## src/rtl/elastic_merge_arbiter_pkg.sv

```systemverilog
// Shared constants, FSM encoding and pointer helper for the elastic merge arbiter.
// Optional grant counters are enabled with ELASTIC_MERGE_ARBITER_GRANT_COUNT_EN.
package elastic_merge_arbiter_pkg;

  localparam int unsigned DATA_WIDTH           = 32;
  localparam int unsigned INPUT_NUM            = 4;
  localparam int unsigned INPUT_NUM_BIT_LENGTH = 2;
  localparam int unsigned GRANT_COUNT_WIDTH    = 16;

  typedef enum logic {
    IDLE   = 1'b0,
    LOCKED = 1'b1
  } state_e;

  // Modulo increment done with an explicit compare so non-power-of-2 counts wrap correctly.
  function automatic int unsigned wrap_inc(input int unsigned idx, input int unsigned n);
    return (idx == n - 1) ? 0 : idx + 1;
  endfunction

endpackage

```

## src/rtl/elastic_merge_arbiter_rr_priority_picker.sv

```systemverilog
// Combinational round-robin picker: first valid requester at or after ptr, wrapping.
// Falls back to ptr when nothing is valid.
module rr_priority_picker #(
  parameter int unsigned INPUT_NUM            = elastic_merge_arbiter_pkg::INPUT_NUM,
  parameter int unsigned INPUT_NUM_BIT_LENGTH = elastic_merge_arbiter_pkg::INPUT_NUM_BIT_LENGTH
) (
  input  logic [INPUT_NUM-1:0]            i_valid,
  input  logic [INPUT_NUM_BIT_LENGTH-1:0] i_ptr,
  output logic [INPUT_NUM_BIT_LENGTH-1:0] o_grant_c,
  output logic                            o_any_valid_c
);

  localparam int unsigned BW = INPUT_NUM_BIT_LENGTH;

  // Scan offsets from farthest to nearest so the nearest valid requester is assigned last.
  always_comb begin : pick
    int unsigned w_idx;
    w_idx         = 0;
    o_grant_c     = i_ptr;
    o_any_valid_c = |i_valid;
    for (int k = INPUT_NUM - 1; k >= 0; k--) begin
      w_idx = 32'(i_ptr) + 32'(k);
      if (w_idx > INPUT_NUM - 1) begin
        w_idx = w_idx - INPUT_NUM;
      end
      for (int j = 0; j < INPUT_NUM; j++) begin
        if (i_valid[j] && (32'(j) == w_idx)) begin
          o_grant_c = BW'(j);
        end
      end
    end
  end

endmodule

```

## src/rtl/elastic_merge_arbiter.sv

```systemverilog
// Round-robin merge of INPUT_NUM valid/stop producers onto one elastic channel; grant locks on stall.
// Define ELASTIC_MERGE_ARBITER_GRANT_COUNT_EN to add saturating per-requester transfer counters.
module elastic_merge_arbiter #(
  parameter int unsigned DATA_WIDTH           = elastic_merge_arbiter_pkg::DATA_WIDTH,
  parameter int unsigned INPUT_NUM            = elastic_merge_arbiter_pkg::INPUT_NUM,
  parameter int unsigned INPUT_NUM_BIT_LENGTH = elastic_merge_arbiter_pkg::INPUT_NUM_BIT_LENGTH
) (
  input  logic                                 clk,
  input  logic                                 reset,
  input  logic [INPUT_NUM-1:0][DATA_WIDTH-1:0] data_input,
  input  logic [INPUT_NUM-1:0]                 valid_input,
  output logic [INPUT_NUM-1:0]                 stop_input,
  output logic [DATA_WIDTH-1:0]                data_output,
  output logic                                 valid_output,
  input  logic                                 stop_output,
  output logic [INPUT_NUM_BIT_LENGTH-1:0]      input_data_index
`ifdef ELASTIC_MERGE_ARBITER_GRANT_COUNT_EN
  ,
  output logic [INPUT_NUM-1:0][15:0]           grant_count
`endif
);

  import elastic_merge_arbiter_pkg::*;

  localparam int unsigned BW = INPUT_NUM_BIT_LENGTH;

  state_e        r_state;
  state_e        w_state_next;
  logic [BW-1:0] r_ptr;
  logic [BW-1:0] w_ptr_next;
  logic [BW-1:0] r_lock_idx;
  logic [BW-1:0] w_lock_idx_next;
  logic [BW-1:0] w_pick_grant;
  logic [BW-1:0] w_grant;
  logic          w_any_valid;

  rr_priority_picker #(
    .INPUT_NUM            (INPUT_NUM),
    .INPUT_NUM_BIT_LENGTH (INPUT_NUM_BIT_LENGTH)
  ) u_picker (
    .i_valid       (valid_input),
    .i_ptr         (r_ptr),
    .o_grant_c     (w_pick_grant),
    .o_any_valid_c (w_any_valid)
  );

  always_ff @(posedge clk or posedge reset) begin : state_reg
    if (reset) begin
      r_state    <= IDLE;
      r_ptr      <= '0;
      r_lock_idx <= '0;
    end else begin
      r_state    <= w_state_next;
      r_ptr      <= w_ptr_next;
      r_lock_idx <= w_lock_idx_next;
    end
  end

  // Index is pinned to 0 while reset is held, independent of which inputs are valid.
  always_comb begin : grant_sel
    w_grant = w_pick_grant;
    if (reset) begin
      w_grant = '0;
    end else if (r_state == LOCKED) begin
      w_grant = r_lock_idx;
    end
  end

  always_comb begin : out_mux
    input_data_index = w_grant;
    data_output      = '0;
    valid_output     = 1'b0;
    stop_input       = '1;
    for (int j = 0; j < INPUT_NUM; j++) begin
      if (w_grant == BW'(j)) begin
        data_output   = data_input[j];
        valid_output  = valid_input[j];
        stop_input[j] = stop_output;
      end
    end
  end

  always_comb begin : next_state
    w_state_next    = r_state;
    w_ptr_next      = r_ptr;
    w_lock_idx_next = r_lock_idx;
    case (r_state)
      IDLE: begin
        if (w_any_valid) begin
          if (!stop_output) begin
            w_ptr_next = BW'(wrap_inc(32'(w_grant), INPUT_NUM));
          end else begin
            w_state_next    = LOCKED;
            w_lock_idx_next = w_grant;
          end
        end
      end
      LOCKED: begin
        // A producer dropping valid while stalled releases the lock without advancing ptr.
        if (!valid_output) begin
          w_state_next = IDLE;
        end else if (!stop_output) begin
          w_state_next = IDLE;
          w_ptr_next   = BW'(wrap_inc(32'(r_lock_idx), INPUT_NUM));
        end
      end
      default: w_state_next = IDLE;
    endcase
  end

`ifdef ELASTIC_MERGE_ARBITER_GRANT_COUNT_EN
  logic [INPUT_NUM-1:0][15:0] r_grant_count;
  logic                       w_transfer;

  assign w_transfer  = valid_output & ~stop_output;
  assign grant_count = r_grant_count;

  always_ff @(posedge clk or posedge reset) begin : grant_counters
    if (reset) begin
      r_grant_count <= '0;
    end else begin
      for (int i = 0; i < INPUT_NUM; i++) begin
        if (w_transfer && (w_grant == BW'(i)) && (r_grant_count[i] != 16'hFFFF)) begin
          r_grant_count[i] <= r_grant_count[i] + 16'd1;
        end
      end
    end
  end
`endif

endmodule

```

## config.mk

```make
export PLATFORM = sky130hd
export DESIGN_NAME = elastic_merge_arbiter
export DESIGN_NICKNAME = d
export VERILOG_FILES = /design/src/rtl/elastic_merge_arbiter_pkg.sv /design/src/rtl/elastic_merge_arbiter_rr_priority_picker.sv /design/src/rtl/elastic_merge_arbiter.sv
export SDC_FILE = /design/constraint.sdc
export NUM_CORES = 1
export LEC_CHECK = 0
export ABC_AREA = 1
export CORE_ASPECT_RATIO = 1.75
export CORE_MARGIN = 2
export CORE_UTILIZATION = 26
export DETAILED_ROUTE_END_ITERATION = 12
export PLACE_DENSITY = 0.89
export SLEW_MARGIN = 40
export SYNTH_ARGS = -nofsm -noshare
export SYNTH_HDL_FRONTEND = slang
export SYNTH_HIERARCHICAL = 1
export SYNTH_SLANG_ARGS = --single-unit
```

## constraint.sdc

```tcl
create_clock -name clk -period 3.8 [get_ports clk]
set_input_delay 0.95 -clock clk [delete_from_list [all_inputs] [get_ports clk]]
set_output_delay 0.95 -clock clk [all_outputs]
set_load 0.01 [all_outputs]
```

==> run summary <==
FF-to-FF setup slack: 700 ps
Critical Path Most Common Cell: nand2_1
failing checks: setup timing
crit-path leading delay family: simple AND/OR/NAND/NOR gates
# DRC: 0
RSZ-0062 raised after global routing: true
hpwl dp: 7222 µm
sequential fraction of the synthesis area: 0.07663
adder-cell share of the synthesized area: 0.03831
Routed WL: 11310 µm
DR WL/cell: 18.23 µm
post-synthesis xor/xnor area fraction: 0
1st-pass router iterations: 5
Crit. End Element: output port
number of DRC markers in iteration 0: 303
compound-cell area share of the yosys netlist: 0.4038
Pint: 1.624 mW
library cells used by synthesis: 22
static leakage: 1.978 nW
Reg power frac: 0.033
chip height: 108.8 µm
fmax: 0.2341 GHz
logic gate share of total power: 0.936
CTS HTree Levels: 1
setup violators final: 37
Worst path max stage delay: 220 ps
Multi-input gate area: 1710 µm²
Routed Antenna Nets: 0
clock latency on the worst-skew pair: 220 ps
CTS Buf Count: 3
largest family of logic cells by synthesized area: compound AO/OA/AOI/OAI gates
n_diodes: 0
overflow left after global routing: 0
R2R depth: 32
Post-Syn Area: 1633 µm²
RR Endpoint: r_ptr[1]
total power per unit cell area: 692.9 nW/µm²
Reg clk slew, reported paths: 30 ps
Filler cells: 395
GPL Wtd Cong: 0.9541
critical path's slowest cell: ha_4
Post-Layout Cell Count: 620
P_sw: 1.492 mW
Buf/Inv on CP: 6
switch share: 0.4789
Synth Net Count: 455
first-pass GRT wire length: 16260 µm
Register Area: 125.1 µm²
CTS sink count: 5
Hold Path Class: reg2reg
Critical Path AT: 3320 ps
share of layout cells above drive strength 1: 0.3907
Ports: 174
r2r startpoint: r_ptr[1]
Max FO, Critical Path: 7
Root Driver: clkbuf_8
vias per cell: 5.324
total vias in the final route: 3301
WP depth: 30
Post-CTS Hold Fix Bufs: 0
post-route minimum period: 4271 ps
Core ar.: 6133 µm²
fin crit share: 1.124
status: complete, but fails checks
Layout area overhead: 175.5%
crit path to: data_output[15]
largest net degree at the start of global routing: 25
input/output buffers: 173
post-synthesis mux area share: 0
Clock power frac: 0.031
Die ar.: 6955 µm²
Initial Util: 0.2662
WP data required: 2850 ps
worst slew pin tran: 305.0 ps
Crit Path Class: in2out
Max-Cap Viols: 0
GRT Total Usage: 0.2927
Syn Area/Cell: 5.184 µm²
Syn Inst Count: 315
largest buffer count on any clock path: 2
Yosys reg bits: 5
critical path startpoint category: primary input
Total Nets Final: 681
CP startpoint: valid_input[0]
Placed Instances: 583
PnR Total Power: 3.117 mW
initial antenna violation count: 0
Max IR drop VDD: 0.0004650 V
Hold Vio Cnt, Final: 0
row count: 38
Synth Area in Simple Gates: 0.3686
fin. max-slew vios: 0
Clock Skews: 2.728 ps
Hold Path Depth: 1
width of the die: 63.91 µm
vias in the first global route: 3362
setup ws final: -471.3 ps
Max-slew headroom: 0.7954
CTS tree: yes
yosys warns: 6
## power groups by stage
stage	sequential, mW	combinational, mW	clock [mW]
2_1_floorplan	0.0924	1.24	0
3_3_place_gp	0.0954	2.39	0
3_5_place_dp	0.0981	2.42	0
4_1_cts	0.0991	2.70	0.100
5_1_grt	0.105	3.11	0.105
6_report	0.102	2.92	0.0962
## what timing repair did
item / CTS / global route
pin swaps: 35 / 43
gates cloned: 6 / 0
resized for setup: 268 / 51
buffers inserted: 25 / 7
endpoints found under the setup margin: 39 / 39
## routing by layer
layer / track usage / vias up / routed length, µm
li1: - / 1532 / -
met1: 0.3059 / 1498 / 3967
met2: 0.5320 / 222 / 5696
met3: 0.08050 / 49 / 1099
met4: 0.1382 / 0 / 542
met5: 0 / - / 0
## cells in the mapped netlist
cell type  instances  area (µm²)
or2_2              1       6.260
dfrtp_1            5       125.1
nand3_1           21       105.1
a21boi_0           1       7.510
o211ai_1          22       165.2
o21ai_0           19       95.09
inv_1             11       41.29
buf_4              3       22.52
or4_1              1       7.510
nor2_1            28       105.1
nand2_1           98       367.9
buf_6              1       11.26
o22ai_1            1       6.260
ha_1               5       62.56
a21oi_1           63       315.3
inv_2              2       7.510
buf_2             15       75.07
clkinv_1           1       3.750
o21a_1             8       60.06
clkbuf_1           6       22.52
o21ai_1            2       10.01
nor3_2             1       10.01
## stage by stage
stage | util | setup TNS, ps | setup slack, ps | area [µm²] | hold WS [ps]
floorplan | - | -166.8 | -10.75 | 1728 | 463.5
global placement | 0.6185 | -40090 | -1167 | 3794 | 511.5
detailed placement | 0.6185 | -41360 | -1190 | 3794 | 541.7
CTS | 0.7105 | -10250 | -374.7 | 4358 | 550.7
global route | 0.7334 | -20910 | -650.3 | 4498 | 577.8
finish | 0.7334 | -13950 | -471.3 | 4498 | 548.7
## sequential cells by signal, summed over array words and instances, names as in the netlist
signal      cells
r_state         1
r_ptr           2
r_lock_idx      2
## cells in the final DEF (no fill, tap or decap), types with 2 or more instances in the layout
cell / instances
nand3_1: 18
nand2_2: 16
buf_2: 29
a21oi_1: 22
nor2_1: 13
inv_4: 4
a21oi_2: 39
clkbuf_8: 3
o21ai_0: 4
nand2_4: 3
buf_4: 40
nand3_2: 2
ha_4: 3
clkdlybuf4s50_1: 130
buf_8: 4
o211ai_1: 22
inv_2: 2
buf_6: 23
o21a_1: 8
a21oi_4: 2
nor2_2: 7
buf_12: 15
o21ai_1: 14
nand2_1: 79
o21ai_2: 3
nor2_4: 8
dfrtp_1: 5
inv_1: 7
buf_16: 2
## worst min path at each step
| stage | slack [ps] | startpoint | end |
|---|---|---|---|
| after detailed placement | 540 | r_lock_idx[1] | r_lock_idx[1] |
| after CTS | 550 | r_lock_idx[1] | r_lock_idx[1] |
| after global routing | 580 | r_lock_idx[1] | r_lock_idx[1] |
| after global placement | 510 | r_lock_idx[1] | r_lock_idx[1] |
| final | 550 | r_lock_idx[1] | r_lock_idx[1] |
| after floorplan | 460 | r_ptr[1] | r_ptr[1] |
## layout make-up
cell class                      count  share of cell area
Multi-Input combinational cell    271              0.3803
Timing Repair Buffer              245              0.5433
Tap cell                           80             0.02225
Clock buffer                        4             0.01001
Sequential cell                     5             0.02782
Timing Repair inverter              1            0.001391
Inverter                           14             0.01502
## cell families (layout without fill, tap and decap cells)
kind of cell | count (synthesis) | count (layout)
adder cells (fa/ha/maj) | 5 | 5
AND/OR/NAND/NOR | 150 | 150
flip-flops | 5 | 5
buffers and inverters | 39 | 264
AO/OA/AOI/OAI | 116 | 116
(Power assumes the default switching activity.)
